### src/rtl/free_list_pkg.sv
// Shared types and sizing for the physical-register free list and RENAME.
package free_list_pkg;

    localparam int unsigned NUM_PREGS = 64;
    localparam int unsigned NUM_AREGS = 32;
    localparam int unsigned WIDTH     = 2;

    localparam int unsigned DEPTH  = NUM_PREGS - NUM_AREGS;
    localparam int unsigned PREG_W = $clog2(NUM_PREGS);
    localparam int unsigned PTR_W  = $clog2(DEPTH);
    localparam int unsigned CNT_W  = $clog2(DEPTH + 1);
    localparam int unsigned SLOT_W = $clog2(WIDTH + 1);

    typedef logic [PREG_W-1:0] p_reg;
    typedef logic [PTR_W-1:0]  fl_ptr;
    typedef logic [CNT_W-1:0]  fl_cnt;
    typedef logic [SLOT_W-1:0] slot_cnt;

    // Advance a ring pointer by n (n <= WIDTH <= DEPTH), wrapping modulo DEPTH.
    function automatic fl_ptr ptr_add(fl_ptr ptr, slot_cnt n);
        int unsigned s;
        s = 32'(ptr) + 32'(n);
        if (s >= DEPTH) s = s - DEPTH;
        return fl_ptr'(s);
    endfunction

endpackage

### src/rtl/free_list_compact.sv
// Prefix popcount: offset[i] = number of set mask bits below slot i.
module free_list_compact
    import free_list_pkg::*;
(
    input  logic [WIDTH-1:0]    mask,
    output slot_cnt [WIDTH-1:0] offset,
    output slot_cnt             total
);

    // running count of set bits, slot 0 first
    always_comb begin
        slot_cnt acc;
        acc = '0;
        for (int unsigned i = 0; i < WIDTH; i++) begin
            offset[i] = acc;
            acc       = acc + slot_cnt'(mask[i]);
        end
        total = acc;
    end

endmodule

### src/rtl/free_list.sv
// Physical-register free list: circular FIFO of unallocated pregs, WIDTH-wide
// allocate and release per cycle. Optional FREE_LIST_DOUBLE_FREE_CHECK_EN adds
// an is_free bitmap and a sticky o_err output.
module free_list
    import free_list_pkg::*;
(
    input  logic             i_clk,
    input  logic             i_rst,
    input  logic [WIDTH-1:0] i_alloc_req,
    output p_reg [WIDTH-1:0] o_free_PRegs,
    output logic             o_alloc_ok,
    input  logic [WIDTH-1:0] i_release_valid,
    input  p_reg [WIDTH-1:0] i_release_PRegs,
    output fl_cnt            o_count,
    output logic             o_empty
`ifdef FREE_LIST_DOUBLE_FREE_CHECK_EN
    ,
    output logic             o_err
`endif
);

    p_reg  entry [DEPTH];
    fl_ptr head;
    fl_ptr tail;
    fl_cnt count;

    slot_cnt [WIDTH-1:0] alloc_off;
    slot_cnt [WIDTH-1:0] rel_off;
    slot_cnt             n_req;
    slot_cnt             n_rel;
    slot_cnt             alloc_n;
    slot_cnt             n_rel_acc;
    logic [WIDTH-1:0]    rel_mask;
    logic [WIDTH-1:0]    rel_take;
    int unsigned         room;
    fl_cnt               count_next;

    free_list_compact u_alloc_compact (
        .mask   (i_alloc_req),
        .offset (alloc_off),
        .total  (n_req)
    );

    free_list_compact u_rel_compact (
        .mask   (rel_mask),
        .offset (rel_off),
        .total  (n_rel)
    );

    // p0 is never renamed, so its release is filtered out before compaction
    always_comb begin
        for (int unsigned i = 0; i < WIDTH; i++) begin
            rel_mask[i] = i_release_valid[i] && (i_release_PRegs[i] != '0);
        end
    end

    // offer compacted entries from head; all-or-nothing grant
    always_comb begin
        o_alloc_ok = (fl_cnt'(n_req) <= count);
        alloc_n    = o_alloc_ok ? n_req : '0;
        for (int unsigned i = 0; i < WIDTH; i++) begin
            o_free_PRegs[i] = entry[ptr_add(head, alloc_off[i])];
        end
    end

    // entries vacated by this cycle's allocation are reusable, so releases fill up to that room and the rest drop
    always_comb begin
        room = DEPTH - 32'(count) + 32'(alloc_n);
        for (int unsigned i = 0; i < WIDTH; i++) begin
            rel_take[i] = rel_mask[i] && (32'(rel_off[i]) < room);
        end
        n_rel_acc  = (32'(n_rel) > room) ? slot_cnt'(room) : n_rel;
        count_next = count - fl_cnt'(alloc_n) + fl_cnt'(n_rel_acc);
    end

    // ring storage, pointers and occupancy
    always_ff @(posedge i_clk or posedge i_rst) begin
        if (i_rst) begin
            for (int unsigned k = 0; k < DEPTH; k++) begin
                entry[k] <= p_reg'(NUM_AREGS + k);
            end
            head  <= '0;
            tail  <= '0;
            count <= fl_cnt'(DEPTH);
        end else begin
            if (o_alloc_ok) head <= ptr_add(head, n_req);
            for (int unsigned i = 0; i < WIDTH; i++) begin
                if (rel_take[i]) entry[ptr_add(tail, rel_off[i])] <= i_release_PRegs[i];
            end
            tail  <= ptr_add(tail, n_rel_acc);
            count <= count_next;
        end
    end

    assign o_count = count;
    assign o_empty = (count == '0);

`ifdef FREE_LIST_DOUBLE_FREE_CHECK_EN
    logic [NUM_PREGS-1:0] is_free;
    logic                 err_now;

    // flag re-free of a free preg, duplicate release in one cycle, or overflow
    always_comb begin
        err_now = (32'(n_rel) > room);
        for (int unsigned i = 0; i < WIDTH; i++) begin
            if (rel_mask[i] && is_free[i_release_PRegs[i]]) err_now = 1'b1;
            for (int unsigned j = i + 1; j < WIDTH; j++) begin
                if (rel_mask[i] && rel_mask[j] && (i_release_PRegs[i] == i_release_PRegs[j]))
                    err_now = 1'b1;
            end
        end
    end

    // track ownership: clear on allocation, set on accepted release; error is sticky
    always_ff @(posedge i_clk or posedge i_rst) begin
        if (i_rst) begin
            is_free <= {{DEPTH{1'b1}}, {NUM_AREGS{1'b0}}};
            o_err   <= 1'b0;
        end else begin
            for (int unsigned i = 0; i < WIDTH; i++) begin
                if (o_alloc_ok && i_alloc_req[i]) is_free[o_free_PRegs[i]] <= 1'b0;
            end
            for (int unsigned i = 0; i < WIDTH; i++) begin
                if (rel_take[i]) is_free[i_release_PRegs[i]] <= 1'b1;
            end
            if (err_now) o_err <= 1'b1;
        end
    end
`endif

endmodule
### config.mk
export PLATFORM = sky130hd
export DESIGN_NAME = free_list
export DESIGN_NICKNAME = d
export VERILOG_FILES = /design/src/rtl/free_list_pkg.sv /design/src/rtl/free_list_compact.sv /design/src/rtl/free_list.sv
export SDC_FILE = /design/constraint.sdc
export NUM_CORES = 1
export LEC_CHECK = 0
export CORE_MARGIN = 4
export CORE_UTILIZATION = 45
export DETAILED_ROUTE_END_ITERATION = 16
export PLACE_DENSITY = 0.67
export REMOVE_ABC_BUFFERS = 1
export SYNTH_ARGS = -nofsm -noshare
export SYNTH_HDL_FRONTEND = slang
export SYNTH_HIERARCHICAL = 1
export SYNTH_SLANG_ARGS = --single-unit
### constraint.sdc
create_clock -name i_clk -period 6.2 [get_ports i_clk]
set_input_delay 0.93 -clock i_clk [delete_from_list [all_inputs] [get_ports i_clk]]
set_output_delay 0.93 -clock i_clk [all_outputs]
set_load 0.005 [all_outputs]
# After elaboration in Yosys (flattened, before gate mapping)

Index checks and enable logic that the tools add are counted.

Word-level logic and storage cells: 104
Register bits: 208
Output and inout bits: 20
Input bits: 18

Add/sub/neg operators: 16
Bitwise gates (word level): 4
Reduce and logical (&&, ||, !) cells: 9
Multiplexer cells: 24
Order comparisons: 16

Operator list:

| operator                                                           | count |
|---|---|
| bitwise mux 192 bit                                                | 2 |
| 2-to-1 mux 192 bit                                                 | 2 |
| binary-select mux 6 bit (select 5 bit)                             | 2 |
| demux 6 bit (select 5 bit)                                         | 2 |
| greater-or-equal comparator 6 bit (second input constant)          | 8 |
| 2-to-1 mux 5 bit                                                   | 8 |
| 2-to-1 mux 6 bit                                                   | 6 |
| greater-than comparator 2 x 32 -> 1 bit                            | 1 |
| < comparator 1 x 32 -> 1 bit                                       | 1 |
| < comparator 1 x 32 -> 1 bit (first input constant)                | 1 |
| subtractor 5 x 1 -> 5 bit (second input constant)                  | 6 |
| inverter 5 -> 6 bit                                                | 4 |
| adder 5 x 1 -> 6 bit                                               | 2 |
| adder 5 x 2 -> 6 bit                                               | 2 |
| greater-or-equal comparator 5 x 6 -> 1 bit (second input constant) | 2 |
| < comparator 6 x 1 -> 1 bit (second input constant)                | 2 |
| nonzero test 6 bit                                                 | 2 |
| adder 7 x 3 -> 8 bit                                               | 1 |
| subtractor 6 x 6 -> 7 bit (first input constant)                   | 1 |
| adder 6 x 2 -> 6 bit                                               | 1 |
| less-or-equal comparator 2 x 6 -> 1 bit                            | 1 |
| logical AND 1 bit                                                  | 6 |
| logical NOT 6 bit                                                  | 1 |
| subtractor 6 x 2 -> 6 bit                                          | 1 |
| 2 further kinds                                                    | 4 |

# Depth between registers and ports, before layout

Depth after elaboration: 16
Depth in mapped cells: 25
Gate-level depth less buffers: 24

# Cells and area by module

The synthesis kept the hierarchy.

Modules (own cells, without submodules):

| module            | cells an instance | instances | area each (um^2) | sequential area each (um^2) |
|---|---|---|---|---|
| free_list         | 1556              | 1         | 15483.6          | 5346.4 |
| free_list_compact | 6                 | 2         | 46.3             | 0.0 |

# Least setup slack after synthesis

OpenSTA, ideal clock, no wires.

Path type: input -> register
Start: in i_alloc_req[0]
End: reg count[5], in the netlist o_count[5]
Path buffers: 1
Stages on the path: 24
Data required time: 6.125 ns
Slack: 0.102 ns
Setup time: 0.075 ns
Arrival time: 6.023 ns
Path through: ha_1 -> ha_1 -> nor2b_1 -> o2111ai_1 -> and2_1 -> ha_1 -> inv_1 -> fa_1 -> nor3_1 -> o2111ai_1 -> mux2i_4 -> buf_6 -> a2111oi_2 -> mux2_2 -> fa_1 -> inv_1 -> ha_1 -> a21o_1 -> a21oi_1 -> nor2_1 -> nor2_1 -> nor2_1 -> nor2_1 -> xor2_1

Longest elaborated chain between the ends: 7
Elaborated cells between the ends (all ways): 8
Classes of those cells: add/sub (4); order compare (2); mux (2)

RTL lines:

| element                                   | RTL line                | source |
|---|---|---|
| from (decl)                               | free_list.sv:9          | `input logic [WIDTH-1:0] i_alloc_req,` |
| adder 1 x 1 -> 2 bit *                    | free_list_compact.sv:16 | `acc = acc + slot_cnt'(mask[i]);` |
| less-or-equal comparator 2 x 6 -> 1 bit * | free_list.sv:59         | `o_alloc_ok = (fl_cnt'(n_req) <= count);` |
| net o_alloc_ok                            | free_list.sv:11         | `output logic o_alloc_ok,` |
| 2-to-1 mux 2 bit *                        | free_list.sv:60         | `alloc_n = o_alloc_ok ? n_req : '0;` |
| adder 7 x 3 -> 8 bit                      | free_list.sv:68         | `room = DEPTH - 32'(count) + 32'(alloc_n);` |
| greater-than comparator 2 x 32 -> 1 bit   | free_list.sv:72         | `n_rel_acc = (32'(n_rel) > room) ? slot_cnt'(room) : n_rel;` |
| 2-to-1 mux 2 bit                          | free_list.sv:72         |  |
| adder 6 x 2 -> 6 bit *                    | free_list.sv:73         | `count_next = count - fl_cnt'(alloc_n) + fl_cnt'(n_rel_acc);` |
| net count_next[5]                         | free_list.sv:36         | `fl_cnt count_next;` |
| to (signal assigned)                      | free_list.sv:84         | `count <= fl_cnt'(DEPTH);` |
| to (signal assigned)                      | free_list.sv:91         | `count <= count_next;` |
| to (decl)                                 | free_list.sv:25         | `fl_cnt count;` |

The timed path passes the listed nets; every way through them passes the cells marked *.
A chain may end at the register's enable or synchronous reset.

# Worst setup path in the final report

Start: in i_alloc_req[0]
End: reg count[5], in the netlist o_count[5]

Longest elaborated chain between the ends: 7
Elaborated cells between the ends (all ways): 8
Classes of those cells: add/sub (4); order compare (2); mux (2)

RTL lines:

| element                                 | RTL line                | source |
|---|---|---|
| adder 1 x 1 -> 2 bit *                  | free_list_compact.sv:16 |  |
| net n_req[1]                            | free_list.sv:29         | `slot_cnt n_req;` |
| less-or-equal comparator 2 x 6 -> 1 bit | free_list.sv:59         |  |
| 2-to-1 mux 2 bit *                      | free_list.sv:60         |  |
| adder 7 x 3 -> 8 bit                    | free_list.sv:68         |  |
| greater-than comparator 2 x 32 -> 1 bit | free_list.sv:72         |  |
| 2-to-1 mux 2 bit                        | free_list.sv:72         |  |
| adder 6 x 2 -> 6 bit *                  | free_list.sv:73         |  |
| net count_next[5]                       | free_list.sv:36         |  |

Marks and branches as above.

==> run_results.csv <==
group,metric,value,unit
clock_network,cts_hold_buf,0,
route,drt-total-wl,54200,um
place,portBuffers,37,
floorplan,coreArea,0.0339,mm2
run_status,status,"completed",
timing,hold_viol,0,
logic_synthesis,seq_area_frac_synth,0.343,
layout,final_common_cell,"nor2_1",
layout,stdcell_count,2016,
timing,rsz0062_at_grt,"no",
floorplan,die_y,194,um
clock_network,cts-buffers-inserted,25,
logic_synthesis,synth_cell_types,62,
worst_setup_path,crit_type,"input port to register",
hold_path,hp-class,"register to register",
clock_network,post_cts_resize_count,0,
logic_synthesis,synth_area,0.0156,mm2
worst_setup_path,reg2regPathDepth,23,
worst_setup_path,start_kind,"input port",
route,viasPerCell,6.79,
global_routing,grt_first_pass_wirelength,82600,um
timing,fmax,176,MHz
power_and_ir_drop,worst_ir_drop_vdd,0.311,mV
layout,multiInputGateArea,0.00943,mm2
timing,worst_pin_slew,1190,ps
clock_network,htree_levels,1,
worst_setup_path,critPathMaxFanout,3,
power_and_ir_drop,p_per_area,719,mW/mm2
layout,seqCellArea,0.00535,mm2
worst_setup_path,worstPathRequired,6660,ps
global_routing,grt_pass1_vias,13000,
place,pre_cts_slack,-59.2,ps
place,dp_cells,1969,
route,dr.pass1.iters,6,
worst_setup_path,r2r_start,"o_count[1]",
global_routing,antenna_found_initial,5,
logic_synthesis,postSynthAreaPerCell,9.93,um2
place,gp_congestion,0.979,
route,drc_errors,0,
power_and_ir_drop,power,12300,uW
timing,finalWorstSetupSlack,523,ps
timing,period_needed,5680,ps
logic_synthesis,yosys_warnings,6,
clock_network,clock-root-buffer,"clkbuf_16",
worst_setup_path,critical_path_arrival,6140,ps
route,vias,13700,
logic_synthesis,synth-edff-count,0,
layout,final_nets,1608,
hold_path,whs_path_depth,2,
logic_synthesis,synth_top_cell_area_share,0.191,
worst_setup_path,r2r-end,"o_count[5]",
logic_synthesis,synthFlopType,"dfstp_2",
layout,area_delta_synth_final,10.1,%
layout,final_cell_mix,"nor2_1, nand2_1, a31oi_1",
timing,clock_skew,9.82,ps
clock_network,clk_pin_slew,60,ps
clock_network,clock_latency,530,ps
floorplan,die_w,194,um
logic_synthesis,syn_inst,1568,
place,placed_cell_area,0.0164,mm2
timing,relSlewSlack,0.202,
global_routing,grt_usage,0.281,
hold_path,holdPathEnd,"entry[101]",
run,max_cap_viol_count,0,
timing,hold_slack,509,ps
floorplan,start_util,0.460,
worst_setup_path,r2r_setup_slack,890,ps
logic_synthesis,synth_area_leader_cell,"dfstp_2",
logic_synthesis,async_reset_ff_frac,1.00,
worst_setup_path,crit_path_end_kind,"register",
clock_network,clockBufferDepth,3,
clock_network,numClockSinks,208,
global_routing,grt_overflow,0,
timing,timing.final.crit_share,0.916,
clock_network,post_cts_buffers,0,
timing,setup_viol_count_final,0,
logic_synthesis,ys_seq_elements,208,
route,postRouteAntennaNets,0,
layout,layout-drive-gt1-share,0.271,
timing,drv_slew,0,
route,post_drt_wl_per_cell,26.9,um
hold_path,min_from,"entry[101]",
floorplan,ios,38,
place,dp_hpwl,37100,um
worst_setup_path,crit_path_start,"i_alloc_req[0]",
layout,fillers,3048,
layout,design_area,0.0171,mm2
power_and_ir_drop,leakage,0.00631,uW
clock_network,cts_tree,"built",
route,drtIter0Drc,2051,
logic_synthesis,synth_top_cells_by_area,"dfstp_2, mux4_2, dfrtp_1, nor2_1, a31oi_1",
floorplan,rows,67,
global_routing,grt_start_max_net_pins,112,
floorplan,die_area,0.0377,mm2
==> report_power, final <==
| group | switching [uW] | internal [uW] | leakage (uW) | total, uW |
|---|---|---|---|---|
| combinational | 4560 | 3460 | 0.00358 | 8020 |
| sequential | 579 | 2300 | 0.00234 | 2880 |
| clock | 608 | 835 | 0.000393 | 1440 |
==> critical path: stages <==
cell and delay (ps):
clkdlybuf4s50_1 420, ha_1 220, ha_1 280, nor2b_1 130, o2111ai_1 200, and2_1 180, ha_1 170, inv_1 50
fa_1 390, nor3_1 260, o2111ai_1 250, mux2i_4 260, a2111oi_2 280, mux2_2 400, fa_1 550, inv_1 60
ha_1 290, a21o_1 160, a21oi_1 220, nor2_1 70, nor2_1 90, nor2_1 40, nor2_1 100, xor2_1 150
==> registers in the layout (all words and copies together) (netlist names) <==
register,flops
o_count,6
tail,5
entry,192
head,5
==> metrics by stage <==
stage | util | setup TNS [ps]
CTS | 0.506 | 0
global placement | 0.483 | -10.4
finish | 0.506 | 0
floorplan | - | -220090
global route | 0.506 | 0
detailed placement | 0.483 | -59.2
==> worst max path at each step <==
stage / to / slack, ps
2_1_floorplan: entry[100] / -1540
4_1_cts: o_count[5] / 490
5_1_grt: o_count[5] / 40
6_report: o_count[5] / 520
3_3_place_gp: o_count[5] / -10
3_5_place_dp: o_count[5] / -60
==> metal layers <==
layer / track usage / routed length, um
met1: 0.395 / 20900
met2: 0.426 / 23900
met3: 0.0688 / 7050
met4: 0.0984 / 2360
met5: 0 / 31
==> synth_stat cells, drive strengths merged, types with 2 or more instances <==
cell,instances
nor2b,11
nor3b,5
a21o,3
inv,28
nor2,236
nor4b,4
a21oi,86
and2,21
a31oi,132
mux2,15
nor3,18
nand2b,3
dfrtp,95
mux2i,3
fa,9
and3,15
or3,4
dfstp,113
o31ai,36
buf,84
nand2,150
o2111ai,2
ha,33
nor4,5
a311o,12
conb,2
a2111oi,2
mux4,120
xor2,11
o21ai,122
clkbuf,69
a22oi,72
o311ai,8
nand3,11
or2,4
xnor2,11
a31o,3
==> layout make-up <==
| class | instances | share of cell area |
|---|---|---|
| tap | 448 | 0.0327 |
| clock buffer | 40 | 0.0444 |
| multi-input combinational | 1183 | 0.550 |
| inverter | 28 | 0.00657 |
| antenna | 2 | 0.000292 |
| clock inverter | 5 | 0.00146 |
| sequential | 208 | 0.312 |
| timing repair buffer | 102 | 0.0530 |
==> cell families after synthesis <==
logic type               synth area share
AND/OR/NAND/NOR                     0.135
other                            0.000482
AO/OA/AOI/OAI                       0.225
flip-flops                          0.343
buffers and inverters              0.0590
multiplexers                        0.187
adder cells (fa/ha/maj)            0.0381
XOR/XNOR                           0.0124
Note: power is estimated with default switching activity, not from simulation.
